$ cat src/rtl/pc_fetch_unit.sv
// Fetch-PC owner: issues one outstanding imem request at a time, applies
// ID/EX redirects, squashes stale responses and drives the IF/ID outputs.
module pc_fetch_unit #(
  parameter logic [31:0] RESET_PC = 32'h0000_0000
) (
  input  logic        clk,
  input  logic        rst,
  input  logic        redir_id_valid,
  input  logic [31:0] redir_id_target,
  input  logic        redir_ex_valid,
  input  logic [31:0] redir_ex_target,
  input  logic        stall,
  output logic        imem_req,
  output logic [31:0] imem_addr,
  input  logic        imem_gnt,
  input  logic        imem_rvalid,
  input  logic [31:0] imem_rdata,
  output logic        if_valid,
  output logic [31:0] pc_if,
  output logic [31:0] instr_if,
  output logic        flush_ifid,
  output logic        flush_idex
);

  typedef enum logic [1:0] {FETCH, WAIT, DROP} state_t;

  state_t      state, state_nxt;
  logic [31:0] fetch_pc, pend_pc, buf_pc, buf_instr;
  logic        buf_valid;
  logic        redir, gnt_ok, rsp, rsp_live;
  logic [31:0] redir_target;

  // EX holds the older instruction, so its redirect wins
  assign redir        = redir_ex_valid | redir_id_valid;
  assign redir_target = (redir_ex_valid ? redir_ex_target : redir_id_target) & ~32'h3;

  assign imem_req   = (state == FETCH) & !buf_valid & !stall & !rst;
  assign imem_addr  = fetch_pc;
  assign flush_ifid = redir & !rst;
  assign flush_idex = redir_ex_valid & !rst;

  assign gnt_ok   = imem_req & imem_gnt;
  assign rsp      = imem_rvalid & (state != FETCH);
  assign rsp_live = rsp & (state == WAIT);

  always_comb begin
    state_nxt = state;
    case (state)
      FETCH:   if (gnt_ok) state_nxt = redir ? DROP : WAIT;
      WAIT:    if (rsp) state_nxt = FETCH;
               else if (redir) state_nxt = DROP;
      DROP:    if (rsp) state_nxt = FETCH;
      default: state_nxt = FETCH;
    endcase
  end

  always_ff @(posedge clk) begin
    if (rst) state <= FETCH;
    else     state <= state_nxt;
  end

  always_ff @(posedge clk) begin
    if (rst) begin
      fetch_pc  <= RESET_PC;
      pend_pc   <= '0;
      buf_valid <= 1'b0;
      buf_pc    <= '0;
      buf_instr <= '0;
      if_valid  <= 1'b0;
      pc_if     <= '0;
      instr_if  <= '0;
    end else if (redir) begin
      // redirect beats stall; any in-flight response becomes stale
      fetch_pc  <= redir_target;
      if_valid  <= 1'b0;
      buf_valid <= 1'b0;
    end else begin
      if (gnt_ok) begin
        pend_pc  <= fetch_pc;
        fetch_pc <= fetch_pc + 32'd4;
      end
      if (!stall) begin
        if (rsp_live) begin
          if_valid <= 1'b1;
          pc_if    <= pend_pc;
          instr_if <= imem_rdata;
        end else if (buf_valid) begin
          if_valid  <= 1'b1;
          pc_if     <= buf_pc;
          instr_if  <= buf_instr;
          buf_valid <= 1'b0;
        end else begin
          if_valid <= 1'b0;
        end
      end else if (rsp_live) begin
        // outputs are frozen: park the response until stall drops
        buf_valid <= 1'b1;
        buf_pc    <= pend_pc;
        buf_instr <= imem_rdata;
      end
    end
  end

endmodule

$ cat config.mk
export PLATFORM = sky130hd
export DESIGN_NAME = pc_fetch_unit
export DESIGN_NICKNAME = d
export VERILOG_FILES = /design/src/rtl/pc_fetch_unit.sv
export SDC_FILE = /design/constraint.sdc
export NUM_CORES = 1
export LEC_CHECK = 0
export CORE_UTILIZATION = 49
export CTS_CLUSTER_SIZE = 30
export DETAILED_ROUTE_END_ITERATION = 7
export PLACE_DENSITY = 0.88
export SETUP_SLACK_MARGIN = 0.02
export SLEW_MARGIN = 10
export SYNTH_ARGS = -nofsm -noshare
export SYNTH_HDL_FRONTEND = slang
export SYNTH_SLANG_ARGS = --single-unit
$ cat constraint.sdc
create_clock -name clk -period 2.8 [get_ports clk]
set_clock_uncertainty 0.1 [all_clocks]
set_input_delay 0.42 -clock clk [delete_from_list [all_inputs] [get_ports clk]]
set_output_delay 0.42 -clock clk [all_outputs]
set_load 0.02 [all_outputs]
==> results by group, run 1 <==
CTS
  • Skew-Pair Late Insertion Delay: 0.44 ns
  • CTS Root Cell: clkbuf_16
  • CTS buffer count: 17
  • Post_cts resized: 0
  • Total clock sinks: 188
  • Clock-pin slew on the worst setup and hold paths: 0.07 ns
  • H-Tree Depth: 4
  • CTS Hold Bufs: 0
  • Setup Fix Bufs, Post-CTS: 0
  • Longest Clk Path Bufs: 2
  • CTS tree: built

GRT
  • Largest net degree at the start of global routing: 167
  • Number of global-route vias before repair: 7239
  • Overflow after GRT: 0
  • Global-route wire length before repair: 35540 um
  • Initial antenna violation count: 0
  • Total GRT Usage: 0.2676

Detailed routing
  • DRT antenna net count: 0
  • Drt pass-1 iters: 5
  • # DRC: 0
  • First DRT Iteration DRCs: 726
  • Vias: 7919
  • Routed WL: 22290 um
  • Via density: 5.526
  • Drt wl/cell: 15.55 um

Placed design
  • Dpl cells: 1401
  • Input/output buffers: 194
  • Hpwl dp: 14590 um
  • Pre-CTS WS: 0.1258 ns
  • Gpl congestion: 0.9044

STA
  • Final worst slack: 0.2326 ns
  • Setup repair after global routing missed its margin: no
  • Final worst-path cycle share: 0.9169
  • Setup TNS: 0 ns
  • Final hold violations: 0
  • Final Critical Period: 2.567 ns
  • Fmax achieved: 389.5 MHz
  • Slew @ Worst Pin: 0.7207 ns
  • Max_slew headroom: 0.5196
  • Final setup viols: 0
  • Final Max Slew Viols: 0

Layout
  • NumNets Final: 1308
  • FILL cells: 1298
  • Fraction of layout instances using a drive strength above 1: 0.05670
  • Synth-to-Final Area Change: 34.45%
  • Layout Cells excl Fill: 1433
  • Antenna Cells: 0

Hold path
  • Hold WC Path Type: input pin to flip-flop
  • WHS Path Cells: 2
  • HP Start: rst
  • WHS Endpoint: imem_addr[18]

Synth
  • Primary FF master, synth: dfxtp_1
  • Post-synth EDFFs: 0
  • Number of standard cells after synthesis: 1053
  • Yosys top cell by area: dfxtp_1
  • Mapped cell area: 0.008074 mm2
  • Seq/Total Area, Yosys: 0.4661
  • Share of the synthesized area in the top cell type: 0.4661
  • Yosys warnings: 0
  • Yosys reg bits: 188
  • Unique masters post-synth: 55
  • Mapped Avg Cell Area: 7.668 um2
  • Async SR Flop Fraction: 0
  • Synth area leaders: dfxtp_1, nand2_1, a21oi_1

Power
  • Pwr Density: 537.3 mW/mm2
  • Leak pwr: 3.483 nW
  • Worst VDD drop: 0.0005177 V

Floorplanning
  • Die H: 130.4 um
  • Initial Util: 0.5046
  • Die Width: 130.4 um
  • Die area: 0.01700 mm2
  • I/O pin count: 203
  • Row count: 46
  • Core area: 0.01600 mm2

Setup path
  • Worst r2r dst: imem_addr[6]
  • R2R Path Start: state[1]
  • R2R setup slack: 0.66 ns
  • Crit end category: output port
  • Worst-path cell with the longest stage delay: clkdlybuf4s50_1
  • Worst setup SP type: flip-flop
  • Worst path buffer plus inverter count: 1
  • CP arrival: 2.05 ns
  • Crit path largest cell delay: 0.68 ns
  • WS Path Type: flip-flop to output port
  • Required time of the critical path: 2.28 ns
  • CP cell instances: or2_2 -> nor4_1 -> clkdlybuf4s50_1
  • Delay-heaviest family, CP: buffers and inverters
  • Crit-path max FO: 6
  • Worst Reg-to-Reg Cells: 5

Run status
  • Status: complete, no violations

Run
  • Maxcap violations: 0
## metal layers
| metal | vias up | global-route usage | wire length (um) | share of wire |
|---|---|---|---|---|
| met5 | - | 0 | 0 | 0 |
| met4 | 0 | 0.1129 | 473 | 0.021 |
| met3 | 35 | 0.05822 | 1671 | 0.075 |
| met2 | 318 | 0.4315 | 10620 | 0.48 |
| met1 | 3662 | 0.3463 | 9527 | 0.43 |
| li1 | 3904 | - | - | - |
## power by group
group / leakage (nW) / internal, mW / switching, mW / total [mW]
Clock: 0.290 / 1.50 / 1.05 / 2.55
Combinational: 1.67 / 0.259 / 0.247 / 0.506
Sequential: 1.52 / 2.71 / 0.0665 / 2.78
Total: 3.48 / 4.47 / 1.36 / 5.83
## worst reg2reg max path: stages, from the launching register on
cell       delay, ns
dfxtp_1         0.38
or4b_4          0.56
nor2_4          0.15
nand4_1         0.13
xor2_1          0.17
a2111oi_0       0.50
## final cells by class
cell class              instances  area (um2)  share of cell area
repair buffers                220        2233              0.2057
clock buffers                  19       432.9             0.03988
flip-flops and latches        188        3764              0.3467
well taps                     216       270.3             0.02490
multi-input cells             760        3901              0.3594
inverters                      17       63.81            0.005878
clock inverters                13       190.2             0.01752
## per-stage QoR
step | hold slack [ns] | instance area [um2] | utilization | power [mW]
2_1_floorplan | 0.3366 | 8085 | - | 3.048
3_3_place_gp | 0.3412 | 10230 | 0.6395 | 3.329
3_5_place_dp | 0.3467 | 10230 | 0.6395 | 3.334
4_1_cts | 0.1998 | 10860 | 0.6784 | 5.848
5_1_grt | 0.2235 | 10860 | 0.6784 | 5.999
6_report | 0.2080 | 10860 | 0.6784 | 5.833
## registers in the layout, summed over array words and instances (netlist names)
| signal | cells |
|---|---|
| pend_pc | 30 |
| pc_if | 30 |
| state | 2 |
| buf_instr | 32 |
| buf_valid | 1 |
| if_valid | 1 |
| instr_if | 32 |
| imem_addr | 30 |
| buf_pc | 30 |
## worst max-delay path by stage
| stage | start | endpoint | slack [ns] | cells after the start |
|---|---|---|---|---|
| 2_1_floorplan | redir_ex_valid | flush_idex | 0.65 | 4 |
| 3_3_place_gp | stall | imem_addr[28] | 0.21 | 6 |
| 3_5_place_dp | stall | imem_addr[6] | 0.13 | 6 |
| 4_1_cts | state[0] | imem_req | 0.26 | 3 |
| 5_1_grt | state[0] | imem_req | 0.20 | 3 |
| 6_report | state[0] | imem_req | 0.23 | 3 |
## cell usage after synthesis, types with 2 or more instances
| master | number |
|---|---|
| a2111oi_0 | 2 |
| a211oi_1 | 9 |
| a21oi_1 | 130 |
| a22o_1 | 2 |
| a311oi_1 | 62 |
| a31oi_1 | 3 |
| and2_1 | 4 |
| and3_1 | 5 |
| and3b_1 | 3 |
| and4_1 | 5 |
| buf_1 | 3 |
| buf_2 | 9 |
| buf_4 | 4 |
| buf_6 | 2 |
| clkbuf_1 | 73 |
| dfxtp_1 | 188 |
| inv_1 | 17 |
| mux2i_1 | 6 |
| nand2_1 | 329 |
| nand3_1 | 14 |
| nand3b_1 | 3 |
| nand4_1 | 15 |
| nor2_1 | 85 |
| nor2b_1 | 5 |
| nor3_1 | 2 |
| nor3b_1 | 3 |
| nor4_1 | 4 |
| o211ai_1 | 2 |
| o21ai_0 | 10 |
| o22ai_1 | 7 |
| or3_1 | 3 |
| or4_1 | 2 |
| xnor2_1 | 6 |
| xor2_1 | 15 |
## cell usage in the layout, fill, tap and decap left out, drive strengths merged, types with 3 or more instances in the layout
cell	netlist	final
a211oi	9	9
a21oi	130	130
a311oi	62	62
a31oi	3	3
and2	5	5
and3	5	5
and3b	3	3
and4	5	5
buf	18	28
bufinv	0	4
clkbuf	73	19
clkdlybuf4s50	0	192
clkinv	0	3
clkinvlp	0	4
conb	1	4
dfxtp	188	188
inv	17	19
mux2i	6	6
nand2	330	330
nand3	14	14
nand3b	3	3
nand4	15	15
nor2	86	86
nor2b	5	5
nor3b	3	3
nor4	5	5
o21ai	10	10
o22ai	7	7
or3	3	3
xnor2	6	6
xor2	15	15
## logic make-up after synthesis
logic type      Yosys count  synth area share
fa+ha+maj                 1          0.001549
compound gates          238            0.1889
other cells               1         0.0004645
buf+inv                 108           0.05532
mux                       6          0.007439
xor+xnor                 21           0.02278
flops                   188            0.4661
simple gates            490            0.2574
(Power assumes the default switching activity.)
==> inputs of run 2 (changes only) <==
--- a/config.mk
+++ b/config.mk
@@ -5,12 +5,13 @@
 export SDC_FILE = /design/constraint.sdc
 export NUM_CORES = 1
 export LEC_CHECK = 0
-export CORE_UTILIZATION = 49
+export ABC_AREA = 1
+export CORE_UTILIZATION = 50
 export CTS_CLUSTER_SIZE = 30
 export DETAILED_ROUTE_END_ITERATION = 7
 export PLACE_DENSITY = 0.88
 export SETUP_SLACK_MARGIN = 0.02
-export SLEW_MARGIN = 10
+export SLEW_MARGIN = 20
 export SYNTH_ARGS = -nofsm -noshare
 export SYNTH_HDL_FRONTEND = slang
 export SYNTH_SLANG_ARGS = --single-unit
==> run 2 against run 1 <==
- sequential cell count is the same
- synthesized area rose by 8.6%
- wire length shrank 3.1%
- worst setup slack better by 0.15 ns
- largest cell class unchanged
- power down 3.0%
- count of clock-buffer cells in the layout increased by 2
==> results by group, run 2 <==
Run status
  • Status: complete, no violations

GRT
  • Overflow after GRT: 0 (unchanged)
  • Largest net degree at the start of global routing: 124 (-26%)
  • Global-route wire length before repair: 35440 um (-0.29%)
  • Number of global-route vias before repair: 7547 (+4.3%)
  • Total GRT Usage: 0.2429 (-0.02465)
  • Initial antenna violation count: 0 (unchanged)

Hold path
  • Hold WC Path Type: input pin to flip-flop
  • WHS Path Cells: 3 (+1)
  • WHS Endpoint: imem_addr[2]
  • HP Start: rst

Synth
  • Unique masters post-synth: 35 (-36%)
  • Primary FF master, synth: dfxtp_1
  • Yosys reg bits: 188 (unchanged)
  • Number of standard cells after synthesis: 1301 (+24%)
  • Yosys top cell by area: dfxtp_1
  • Post-synth EDFFs: 0 (unchanged)
  • Yosys warnings: 0 (unchanged)
  • Mapped cell area: 0.008765 mm2 (+8.6%)
  • Seq/Total Area, Yosys: 0.4294 (-0.03673)
  • Mapped Avg Cell Area: 6.737 um2 (-12%)
  • Post-synth top cells: nor2_1, nand2_1, dfxtp_1
  • Async SR Flop Fraction: 0 (unchanged)
  • Count leader, synth: nor2_1
  • Share of the synthesized area in the top cell type: 0.4294 (-0.03673)
  • Synth area leaders: dfxtp_1, nor2_1, nand2_1

CTS
  • Setup Fix Bufs, Post-CTS: 0 (unchanged)
  • Total clock sinks: 188 (unchanged)
  • Clock-pin slew on the worst setup and hold paths: 0.07 ns (about the same)
  • CTS tree: built
  • CTS Root Cell: clkbuf_16
  • Skew-Pair Late Insertion Delay: 0.42 ns (-0.02 ns)
  • CTS buffer count: 17 (unchanged)
  • Post_cts resized: 0 (unchanged)
  • H-Tree Depth: 4 (unchanged)
  • Longest Clk Path Bufs: 2 (unchanged)
  • CTS Hold Bufs: 0 (unchanged)

Setup path
  • Worst r2r dst: pc_if[19]
  • Worst Reg-to-Reg Cells: 9 (+4)
  • CP arrival: 1.90 ns (-0.15 ns)
  • R2R Path Start: state[0]
  • Crit end category: output port
  • Crit-path max FO: 8 (+2)
  • R2R setup slack: 0.85 ns (+0.19 ns)
  • Worst setup SP type: input pin
  • WS Path Type: input pin to output port
  • Required time of the critical path: 2.28 ns (about the same)

Run
  • Maxcap violations: 0 (unchanged)

Detailed routing
  • First DRT Iteration DRCs: 467 (-36%)
  • # DRC: 0 (unchanged)
  • Drt pass-1 iters: 5 (unchanged)
  • Via density: 5.020 (-9.2%)
  • DRT antenna net count: 0 (unchanged)
  • Routed WL: 21600 um (-3.1%)
  • Drt wl/cell: 12.80 um (-18%)
  • Vias: 8468 (+6.9%)

Power
  • Pwr Density: 503.3 mW/mm2 (-6.3%)
  • Power Total: 5.658 mW (-3.0%)
  • Worst VDD drop: 0.0004607 V (-11%)
  • Leak pwr: 4.240 nW (+22%)

STA
  • Final Max Slew Viols: 0 (unchanged)
  • Final setup viols: 0 (unchanged)
  • Final worst-path cycle share: 0.8626 (-0.05433)
  • Final hold violations: 0 (unchanged)
  • Max_slew headroom: 0.4537 (-0.06584)
  • Slew @ Worst Pin: 0.8194 ns (+0.09876 ns)
  • Final Critical Period: 2.415 ns (-0.1521 ns)
  • Setup TNS: 0 ns (unchanged)
  • Fmax achieved: 414.0 MHz (+6.3%)
  • Setup repair after global routing missed its margin: no

Layout
  • Sequential cell area: 0.003764 mm2 (unchanged)
  • FILL cells: 1516 (+17%)
  • Most common cell after layout, fill and taps aside: nor2_1
  • Antenna Cells: 0 (unchanged)
  • NumNets Final: 1554 (+19%)
  • Largest registers: buf_instr: 32 flops, instr_if: 32 flops
  • Most frequent cells in the layout: nor2_1, nand2_1, clkdlybuf4s50_1
  • Fraction of layout instances using a drive strength above 1: 0.06019 (+0.003495)
  • Area of the multi-input gates: 0.004146 mm2 (+6.3%)
  • Synth-to-Final Area Change: 28.25%

Floorplanning
  • Core area: 0.01724 mm2 (+7.7%)
  • Row count: 48 (+4.3%)
  • Die H: 134.4 um (+3.1%)
  • I/O pin count: 203 (unchanged)
  • Die area: 0.01806 mm2 (+6.3%)
  • Initial Util: 0.5085 (+0.003879)
  • Die Width: 134.4 um (+3.1%)

Placed design
  • Hpwl dp: 14820 um (+1.6%)
  • Gpl congestion: 0.8901 (-1.6%)
  • Input/output buffers: 194 (unchanged)
-- run 2: changes by cell type after synthesis, sizes merged, moves of 6 or more --
cell / delta
o21ai: +163
nand4: -14
inv: +84
nand3: +54
nor2: +237
mux2i: -6
xnor2: -6
a211oi: -6
buf: +30
nand2: -126
a311oi: -62
xor2: -14
clkbuf: -36
o22ai: -6
-- run 2: routing by layer --
metal	GRT usage	vias up	wire length (um)
met2	0.4131	262	10220
met5	0	-	0
met1	0.3031	3721	9512
li1	-	4464	-
met4	0.09051	0	359
met3	0.04875	21	1502
-- run 2: area by class of cell --
| type | instances | area share |
|---|---|---|
| multi-input combinational | 929 | 0.3689 |
| sequential | 188 | 0.3348 |
| timing repair buffer | 212 | 0.1869 |
| clock buffer | 21 | 0.04096 |
| inverter | 102 | 0.03506 |
| tap | 225 | 0.02504 |
| clock inverter | 10 | 0.008348 |
-- run 2: kinds of logic (layout without fill, tap and decap cells) --
kind of cell	Yosys count	count (layout)	share of synthesized area
AO/OA/AOI/OAI	317	317	0.1839
XOR/XNOR	1	1	0.0009995
adder cells (fa/ha/maj)	1	1	0.001427
buffers and inverters	187	345	0.09964
flip-flops	188	188	0.4294
other	1	4	0.0004279
AND/OR/NAND/NOR	606	606	0.2842
-- run 2: worst max-delay path, cell delays in order --
cell and delay, ns:
clkdlybuf4s50_1 0.54, buf_4 0.19, inv_1 0.06, nor2_1 0.08, clkdlybuf4s50_1 0.61
-- run 2: stage by stage --
step	utilization	instance area, um2	hold slack [ns]	setup WS [ns]	std cells
6_report	0.6521	11240	0.3383	0.3847	1687
5_1_grt	0.6521	11240	0.3313	0.2948	1687
4_1_cts	0.6519	11240	0.3131	0.3814	1687
3_5_place_dp	0.6198	10680	0.3443	0.2558	1656
3_3_place_gp	0.6198	10680	0.3338	0.3275	1656
2_1_floorplan	-	8776	0.3245	1.033	1304
-- run 2: worst max-delay path by stage --
stage | start | to | slack, ns | depth (start not counted)
detailed placement | redir_ex_valid | imem_addr[9] | 0.26 | 9
global route | redir_ex_valid | flush_idex | 0.29 | 5
global placement | redir_ex_valid | imem_addr[9] | 0.33 | 9
finish | redir_ex_valid | flush_idex | 0.38 | 5
CTS | redir_ex_valid | flush_idex | 0.38 | 5
floorplan | rst | flush_idex | 1.03 | 4
-- run 2: where the power goes --
group	internal [mW]	total, mW	leakage [nW]	switching, mW
clock	1.27	2.27	0.265	1.00
sequential	2.72	2.79	1.52	0.0684
combinational	0.286	0.598	2.45	0.312
==> inputs of run 3 (changes only) <==
--- a/config.mk
+++ b/config.mk
@@ -6,10 +6,10 @@
 export NUM_CORES = 1
 export LEC_CHECK = 0
 export ABC_AREA = 1
-export CORE_UTILIZATION = 50
+export CORE_UTILIZATION = 40
 export CTS_CLUSTER_SIZE = 30
 export DETAILED_ROUTE_END_ITERATION = 7
-export PLACE_DENSITY = 0.88
+export PLACE_DENSITY = 0.74
 export SETUP_SLACK_MARGIN = 0.02
 export SLEW_MARGIN = 20
 export SYNTH_ARGS = -nofsm -noshare
==> run 3 against run 2 <==
- die area grew 25%
- hold slack lost 0.093 ns
- non-clock buffer count shrank 6
- utilization shrank 12 points
- via count shrank 1.5%
- sequential cell count is the same
- maximum frequency shrank 2.8%
- worst setup slack lost 0.068 ns
- critical path type unchanged
- critical endpoint is now imem_req
- largest power group unchanged
==> results by group, run 3 (same netlist as run 2, synthesis figures left out) <==
Floorplanning
  • Core area: 0.02122 mm2 (+23%)
  • Initial Util: 0.4130 (-0.09546)
  • Die area: 0.02251 mm2 (+25%)
  • Die Width: 150.0 um (+12%)
  • I/O pin count: 203 (unchanged)
  • Die H: 150.0 um (+12%)
  • Row count: 53 (+10%)

CTS
  • CTS Hold Bufs: 0 (unchanged)
  • CTS buffer count: 17 (unchanged)
  • Total clock sinks: 188 (unchanged)
  • CTS tree: built
  • H-Tree Depth: 4 (unchanged)
  • Post_cts resized: 0 (unchanged)
  • Longest Clk Path Bufs: 2 (unchanged)
  • Clock-pin slew on the worst setup and hold paths: 0.07 ns (about the same)
  • CTS Root Cell: clkbuf_16
  • Skew-Pair Late Insertion Delay: 0.43 ns (about the same)
  • Setup Fix Bufs, Post-CTS: 0 (unchanged)

Setup path
  • Worst setup SP type: input pin
  • Required time of the critical path: 2.28 ns (about the same)
  • WS Path Type: input pin to output port
  • CP arrival: 1.96 ns (+0.06 ns)
  • Crit end category: output port
  • Crit-path max FO: 4 (-4)

STA
  • Slew @ Worst Pin: 0.8507 ns (+0.03132 ns)
  • Final setup viols: 0 (unchanged)
  • Fmax achieved: 402.6 MHz (-2.8%)
  • Setup repair after global routing missed its margin: no
  • Final worst-path cycle share: 0.8870 (+0.02442)
  • Setup TNS: 0 ns (unchanged)
  • Final Critical Period: 2.484 ns (+0.06837 ns)
  • Final hold violations: 0 (unchanged)
  • Max_slew headroom: 0.4328 (-0.02088)
  • Final Max Slew Viols: 0 (unchanged)

Layout
  • Synth-to-Final Area Change: 29.38%
  • Fraction of layout instances using a drive strength above 1: 0.05765 (-0.002539)
  • Most frequent cells in the layout: nor2_1, nand2_1, clkdlybuf4s50_1
  • Antenna Cells: 0 (unchanged)
  • FILL cells: 2075 (+37%)
  • NumNets Final: 1548 (-0.39%)
  • Most common cell after layout, fill and taps aside: nor2_1
  • Utilization after layout: 0.5344 (-0.1178)
  • Largest registers: buf_instr: 32 flops, instr_if: 32 flops

Detailed routing
  • Routed WL: 22240 um (+3.0%)
  • Vias: 8345 (-1.5%)
  • Drt pass-1 iters: 5 (unchanged)
  • # DRC: 0 (unchanged)
  • Metal-1 WL: 10620 um (+12%)
  • Met3 routed WL: 1351 um (-10%)
  • Uppermost layer routed: met4
  • Via density: 4.818 (-4.0%)
  • First DRT Iteration DRCs: 333 (-29%)
  • Metal2 WL: 9818 um (-3.9%)
  • DRT antenna net count: 0 (unchanged)
  • Drt wl/cell: 12.84 um (+0.31%)

Power
  • Worst VDD drop: 0.0003180 V (-31%)
  • Leak pwr: 4.237 nW (about the same)
  • Pwr Density: 525.1 mW/mm2 (+4.3%)

Placed design
  • Input/output buffers: 194 (unchanged)
  • Hpwl dp: 15010 um (+1.3%)
  • Gpl congestion: 0.9500 (+6.7%)

GRT
  • Total GRT Usage: 0.2023 (-0.04061)
  • Largest net degree at the start of global routing: 125 (+0.81%)
  • Overflow after GRT: 0 (unchanged)
  • Initial antenna violation count: 0 (unchanged)
  • Global-route wire length before repair: 36390 um (+2.7%)
  • Number of global-route vias before repair: 7533 (-0.19%)

Hold path
  • Hold WC Path Type: input pin to flip-flop

Run
  • Maxcap violations: 0 (unchanged)

Run status
  • Status: complete, no violations
## run 3: changes by cell type in the layout (fill, tap and decap cells not counted)
cell,change
buf_4,-6
bufinv_16,+3
clkbuf_1,-1
clkbuf_8,-1
clkinv_2,-2
clkinv_4,-3
clkinvlp_4,+3
inv_6,+2
nor2_2,-1
nor2_4,+1
## run 3: report_power, final
group	leakage, nW	internal, mW	total [mW]	switching (mW)
Sequential	1.52	2.72	2.79	0.0682
Combinational	2.43	0.282	0.594	0.312
Clock	0.288	1.52	2.57	1.05
## run 3: routing by layer
layer | vias up | global-route usage
met1 | 3650 | 0.2652
met3 | 25 | 0.04360
met5 | - | 0
li1 | 4444 | -
met2 | 226 | 0.3245
met4 | 0 | 0.07525
## run 3: critical path, cell delays in order
cell,delay [ns]
clkdlybuf4s50_1,0.53
nor2_1,0.17
nand2_2,0.09
nor2_4,0.13
clkdlybuf4s50_1,0.62
## run 3: area by class of cell
| class | instances | area (um2) | area share |
|---|---|---|---|
| timing repair buffer | 206 | 2056 | 0.1813 |
| clock inverter | 13 | 187.7 | 0.01655 |
| multi-input combinational | 929 | 4151 | 0.3661 |
| clock buffer | 19 | 442.9 | 0.03906 |
| sequential | 188 | 3764 | 0.3319 |
| tap | 275 | 344.1 | 0.03034 |
| inverter | 102 | 394.1 | 0.03476 |
## run 3: final timing paths
check / from / to / slack [ns] / depth (start not counted)
max reg2reg: imem_addr[2] / imem_addr[30] / 0.82 / 9
min reg2reg: buf_pc[31] / buf_pc[31] / 0.35 / 2
max: stall / imem_req / 0.32 / 5
min: rst / imem_addr[2] / 0.25 / 2
## run 3: per-stage QoR
stage               instance area, um2  total power [mW]  setup WS [ns]  cells  hold slack (ns)
global route                     11340             6.191         0.2486   1732           0.2496
global placement                 10710             3.437         0.3136   1700           0.3341
CTS                              11340             6.026         0.3124   1732           0.2357
detailed placement               10710             3.443         0.2837   1700           0.3441
finish                           11340             5.954         0.3163   1732           0.2450
floorplan                         8776             3.148          1.033   1304           0.3245
